**config.mk**
```make
export PLATFORM = sky130hd
export DESIGN_NAME = btn_event_arb
export DESIGN_NICKNAME = d
export VERILOG_FILES = /design/src/rtl/btn_event_arb.sv
export SDC_FILE = /design/constraint.sdc
export NUM_CORES = 1
export LEC_CHECK = 0
export ABC_AREA = 1
export BUFFER_PORTS_ARGS = -buffer_cell sky130_fd_sc_hd__buf_2
export CAP_MARGIN = 5
export CORE_ASPECT_RATIO = 2
export CORE_MARGIN = 2
export CORE_UTILIZATION = 68
export DETAILED_ROUTE_END_ITERATION = 12
export PLACE_DENSITY_LB_ADDON = 0.08
export SLEW_MARGIN = 20
export SYNTH_ARGS = -nofsm -noshare
export SYNTH_HDL_FRONTEND = slang
export SYNTH_SLANG_ARGS = --single-unit
```
**constraint.sdc**
```tcl
create_clock -name clk -period 3.71 [get_ports clk]
set_input_delay 0.5565 -clock clk [delete_from_list [all_inputs] [get_ports clk]]
set_output_delay 0.5565 -clock clk [all_outputs]
set_load 0.02 [all_outputs]
```
**src/rtl/btn_event_arb.sv**
```systemverilog
// btn_event_arb: classifies debounced button presses as short/long and arbitrates
//   the resulting events round-robin onto a single valid/ready event channel.
// Latency: ev_valid rises 2 edges after the release sample (short press) or
//   after the T_LONG-th high sample (long press), when the arbiter is idle.
// Backpressure: the offered event holds until ev_ready. Meanwhile each button
//   queues at most one short and one long event. A further event of a type
//   already queued is dropped and reported with a one-cycle ovf pulse.
//
// Ports:
//   clk      - system clock, rising edge
//   n_rst    - synchronous active-low reset
//   btn      - debounced button levels, 1 = pressed
//   ev_valid - event offered (registered state decode)
//   ev_ready - consumer accepts the offered event
//   ev_id    - index of the button that produced the offered event
//   ev_long  - 1 = long press, 0 = short press
//   ovf      - one-cycle pulse when at least one event was dropped
module btn_event_arb #(
  parameter int              ID_W    = 2,
  parameter int              NUM_BTN = 2**ID_W,
  parameter int              CW      = 26,
  parameter logic [CW-1:0]   T_LONG  = 26'd50_000_000
) (
  input  logic               clk,
  input  logic               n_rst,
  input  logic [NUM_BTN-1:0] btn,
  output logic               ev_valid,
  input  logic               ev_ready,
  output logic [ID_W-1:0]    ev_id,
  output logic               ev_long,
  output logic               ovf
);

  localparam logic [CW-1:0] ONE   = {{(CW-1){1'b0}}, 1'b1};
  // Counter value one sample before a press becomes long.
  localparam logic [CW-1:0] T_PRE = T_LONG - ONE;

  typedef enum logic {
    S_IDLE  = 1'b0,
    S_OFFER = 1'b1
  } state_t;

  state_t             state_q;
  state_t             state_d;

  logic [NUM_BTN-1:0] prev_q;
  logic [CW-1:0]      cnt_q [NUM_BTN];
  logic [CW-1:0]      cnt_d [NUM_BTN];

  logic [NUM_BTN-1:0] sp_q;
  logic [NUM_BTN-1:0] lp_q;
  logic [NUM_BTN-1:0] sp_d;
  logic [NUM_BTN-1:0] lp_d;
  logic [NUM_BTN-1:0] sp_set;
  logic [NUM_BTN-1:0] lp_set;
  logic [NUM_BTN-1:0] sp_clr;
  logic [NUM_BTN-1:0] lp_clr;
  logic [NUM_BTN-1:0] sp_drop;
  logic [NUM_BTN-1:0] lp_drop;

  logic [ID_W-1:0]    last_q;
  logic [ID_W-1:0]    cand;
  logic [ID_W-1:0]    win_id;
  logic               win_long;
  logic               found;
  logic               load;
  logic               hs;

  // ---------------------------------------------------------------------------
  // Hold counters and event detection
  // ---------------------------------------------------------------------------
  // cnt counts consecutive high samples of the current press and saturates at
  // T_LONG. Since it only passes through T_PRE once per press (saturation
  // stops it there), the long event fires exactly once even while held.
  always_comb begin
    sp_set = '0;
    lp_set = '0;
    for (int i = 0; i < NUM_BTN; i++) begin
      cnt_d[i] = '0;
      if (btn[i] && !prev_q[i]) begin
        cnt_d[i] = ONE;
      end else if (btn[i] && prev_q[i]) begin
        if (cnt_q[i] == T_LONG) begin
          cnt_d[i] = cnt_q[i];
        end else begin
          cnt_d[i] = cnt_q[i] + ONE;
        end
        lp_set[i] = (cnt_q[i] == T_PRE);
      end else if (!btn[i] && prev_q[i]) begin
        // A release after a press that already went long yields nothing.
        sp_set[i] = (cnt_q[i] < T_LONG);
      end
    end
  end

  // ---------------------------------------------------------------------------
  // Round-robin search, starting one past the last granted button
  // ---------------------------------------------------------------------------
  // NUM_BTN == 2**ID_W, so plain ID_W-bit addition wraps the search order.
  always_comb begin
    found    = 1'b0;
    win_id   = '0;
    win_long = 1'b0;
    cand     = '0;
    for (int k = 1; k <= NUM_BTN; k++) begin
      cand = last_q + ID_W'(k);
      if (!found && (sp_q[cand] || lp_q[cand])) begin
        found    = 1'b1;
        win_id   = cand;
        // Long events outrank short ones within the same button.
        win_long = lp_q[cand];
      end
    end
  end

  // ---------------------------------------------------------------------------
  // Arbiter FSM: state register
  // ---------------------------------------------------------------------------
  always_ff @(posedge clk) begin
    if (!n_rst) begin
      state_q <= S_IDLE;
    end else begin
      state_q <= state_d;
    end
  end

  // ---------------------------------------------------------------------------
  // Arbiter FSM: next state
  // ---------------------------------------------------------------------------
  always_comb begin
    state_d = state_q;
    case (state_q)
      S_IDLE: begin
        if (found) begin
          state_d = S_OFFER;
        end
      end
      S_OFFER: begin
        if (ev_ready) begin
          state_d = S_IDLE;
        end
      end
      default: state_d = S_IDLE;
    endcase
  end

  // ---------------------------------------------------------------------------
  // Arbiter FSM: outputs and flag clears
  // ---------------------------------------------------------------------------
  always_comb begin
    ev_valid = (state_q == S_OFFER);
    load     = (state_q == S_IDLE) && found;
    hs       = (state_q == S_OFFER) && ev_ready;
    sp_clr   = '0;
    lp_clr   = '0;
    if (load) begin
      if (win_long) begin
        lp_clr[win_id] = 1'b1;
      end else begin
        sp_clr[win_id] = 1'b1;
      end
    end
  end

  // ---------------------------------------------------------------------------
  // Pending flags
  // ---------------------------------------------------------------------------
  // A set coinciding with the clear of the same flag is a fresh event: the
  // flag stays up and nothing is dropped. A set onto a flag that survives the
  // cycle is a drop.
  always_comb begin
    sp_drop = sp_set & sp_q & ~sp_clr;
    lp_drop = lp_set & lp_q & ~lp_clr;
    sp_d    = sp_set | (sp_q & ~sp_clr);
    lp_d    = lp_set | (lp_q & ~lp_clr);
  end

  // ---------------------------------------------------------------------------
  // Datapath registers
  // ---------------------------------------------------------------------------
  always_ff @(posedge clk) begin
    if (!n_rst) begin
      prev_q  <= '0;
      sp_q    <= '0;
      lp_q    <= '0;
      last_q  <= ID_W'(NUM_BTN - 1);
      ev_id   <= '0;
      ev_long <= 1'b0;
      ovf     <= 1'b0;
      for (int i = 0; i < NUM_BTN; i++) begin
        cnt_q[i] <= '0;
      end
    end else begin
      prev_q <= btn;
      sp_q   <= sp_d;
      lp_q   <= lp_d;
      ovf    <= |{sp_drop, lp_drop};
      for (int i = 0; i < NUM_BTN; i++) begin
        cnt_q[i] <= cnt_d[i];
      end
      if (load) begin
        ev_id   <= win_id;
        ev_long <= win_long;
      end
      if (hs) begin
        last_q <= ev_id;
      end
    end
  end

endmodule

```
==> impl_metrics.json <==
{
  "outcome": "finished, final reports clean",
  "use_met1": 0.277,
  "wire_per_inst_um": 14.1,
  "dpl_cell_area_sq_um": 6870,
  "tns_ns": 0,
  "drv_cap": 0,
  "whs_path_depth": 3,
  "drive_gt1_frac": 0.0956,
  "fp.dieW_um": 74.2,
  "cts_made_buffers": 17,
  "synth-edff-count": 0,
  "criticalPathCategory": "flip-flop to flip-flop",
  "clkTransAtPathRegs_ns": 0.06,
  "r2r-start": "last_q[0]$_SDFFE_PN1P_",
  "ys_top_cells_by_area": "dfxtp_1, nand2_1, inv_1",
  "port-buffer-count": 11,
  "grt.overflow.total": 0,
  "maxSlewViolCount": 0,
  "synth_top_area_frac": 0.368,
  "async_reset_ff_frac": 0,
  "antenna_found_initial": 0,
  "fillers": 752,
  "postRouteAntennaNets": 0,
  "grt_max_degree": 19,
  "dominantRegCellSynth": "dfxtp_1",
  "vias_per_cell": 5.67,
  "cts_hold_buf": 0,
  "finalHoldViolations": 0,
  "root_buffer": "clkbuf_16",
  "grt_pass1_wl_um": 26500,
  "cp_data_arrival_time_ns": 2.77,
  "avgSynthCellArea_sq_um": 6.68,
  "skew_ns": 0.00944,
  "netlist_instances": 1002,
  "n_antenna_cell": 0,
  "syn-num-nets": 1017,
  "setup_viol": 0,
  "design_area_sq_um": 7480,
  "fin_nets": 1038,
  "hp-class": "primary input to flip-flop",
  "grt_pass1_vias": 6222,
  "r2r_cells": 15,
  "worstHoldStart": "btn[3]",
  "netlist_top_cells_count": "nand2_1, inv_1, nor2_1",
  "rsz0062_at_grt": "no",
  "ctsLongestPathBuffers": 2,
  "cts_num_sinks": 123,
  "io_pins": 12,
  "min_period_ns": 2.48,
  "relSlewSlack": 0.539,
  "grt.busiest_layer": "met2",
  "combPwrFrac": 0.111,
  "worst_pin_slew_ns": 0.691,
  "yosys_warnings": 0,
  "track_usage": 0.321,
  "critPathCaptureType": "flip-flop",
  "fin_crit_sh": 0.669,
  "vias": 6619,
  "clock_power_share": 0.490,
  "syn_area_sq_um": 6700,
  "hpwl_um": 12200,
  "dieArea_sq_um": 10700,
  "grt.met3_usage": 0.0669,
  "insertion_delay_ns": 0.42,
  "p_sw_uw": 923,
  "die_height_um": 144,
  "power_density_nw_per_um2": 463,
  "yosysSeqAreaShare": 0.368,
  "clock_tree.htree_level_count": 4,
  "area_delta_synth_final_pct": 11.7,
  "crit_start": "last_q[0]$_SDFFE_PN1P_",
  "gp_congestion": 1.01,
  "coreArea_sq_um": 9640,
  "num_rows": 51,
  "drt_iter0_drc": 258,
  "post_cts_buffers": 0,
  "cts_resized": 0,
  "leakagePower_uw": 0.00265,
  "post-route-drc-count": 0,
  "seq_power_share": 0.399,
  "tritoncts": "built",
  "path_max_fanout": 18,
  "cp-start-kind": "flip-flop",
  "start_util": 0.695,
  "grt_use_met2": 0.615,
  "p_int_uw": 2540,
  "swShare": 0.266,
  "total_power_uw": 3460,
  "ys_ff_latch": 123,
  "synth.distinct_cells": 50,
  "vdd_drop_max_mv": 0.405,
  "synth.largest_area_cell": "dfxtp_1",
  "first_pass_iters": 5,
  "totalWireLength_um": 16500,
  "fmax_mhz": 403,
  "synthMostInstantiatedCell": "nand2_1",
  "cp_data_required_time_ns": 4.00
}
-- logic make-up (layout without fill, tap and decap cells) --
group | Yosys count | in the layout | share of synthesized area
adders and majority gates | 8 | 8 | 0.0150
xor gates and xnor gates | 5 | 5 | 0.00654
AOI/OAI and AO/OA | 164 | 164 | 0.135
and+or+nand+nor | 533 | 533 | 0.375
buffers and inverters | 169 | 203 | 0.101
DFF | 123 | 123 | 0.368
-- layer usage --
metal,part of all wire,up-vias
met5,0,-
met4,0.069,0
met3,0.032,87
met2,0.55,166
met1,0.35,3018
li1,-,3348
-- power groups by stage --
stage               Clock, uW  Sequential [uW]  Combinational, uW
floorplan                   0             1410                304
global placement            0             1410                376
detailed placement          0             1410                379
CTS                      1710             1380                383
global route             1770             1380                424
finish                   1700             1380                386
-- final timing paths --
check,endpoint,slack (ns)
hold reg to reg,cnt_q[3][15]$_SDFFE_PP0N_,0.44
hold / removal,prev_q[3]$_SDFF_PN0_,0.39
setup / recovery,ovf$_SDFF_PN0_,1.23
setup reg to reg,ovf$_SDFF_PN0_,1.23
-- area by class of cell --
cell class | instances | area, sq um | area share
tap | 132 | 165 | 0.0221
multi-input combinational | 710 | 3560 | 0.476
clock buffer | 18 | 439 | 0.0587
inverter | 156 | 598 | 0.0800
clock inverter | 14 | 170 | 0.0228
timing repair buffer | 15 | 85.1 | 0.0114
sequential | 123 | 2460 | 0.329
-- worst max-delay path, cell delays in order, from the launching register on --
cell,delay (ns)
dfxtp_1,0.76
nand2_1,0.20
nand2_4,0.17
nand2_1,0.06
nand2_1,0.10
nand2_4,0.09
nor2_8,0.17
nand2_2,0.07
nor2_2,0.13
nor2_1,0.09
nor2_4,0.12
nand3_1,0.11
nand2_1,0.07
nand2_1,0.06
nor2_2,0.11
a21oi_2,0.05
-- registers in the layout (all words and copies together), names as in the netlist --
signal / count
cnt_q: 104
ev_id: 2
ev_long: 1
ev_valid: 1
last_q: 2
lp_q: 4
ovf: 1
prev_q: 4
sp_q: 4
-- layout by cell type, fill, tap and decap left out, types with 5 or more instances in the layout --
master       n
nor2_1     127
nor2_2      10
nor4_1      17
clkbuf_16   17
a21oi_1     79
nand2_2     12
nand4_1     27
dfxtp_1    123
ha_1         8
inv_1      148
nand2_1    205
nand2_4      5
a31oi_1      7
o21ai_0     52
nand3_1     62
nor3_1      43
buf_2       11
xor2_1       5
o21a_1       8
-- metrics by stage --
step / setup WS [ns] / util / instances / hold WS, ns
floorplan: 1.91 / - / 1002 / 0.424
global placement: 1.30 / 0.713 / 1136 / 0.436
detailed placement: 1.24 / 0.713 / 1136 / 0.440
CTS: 1.24 / 0.776 / 1168 / 0.385
global route: 0.939 / 0.776 / 1168 / 0.413
finish: 1.23 / 0.776 / 1168 / 0.390
Note: power is estimated with default switching activity, not from simulation.
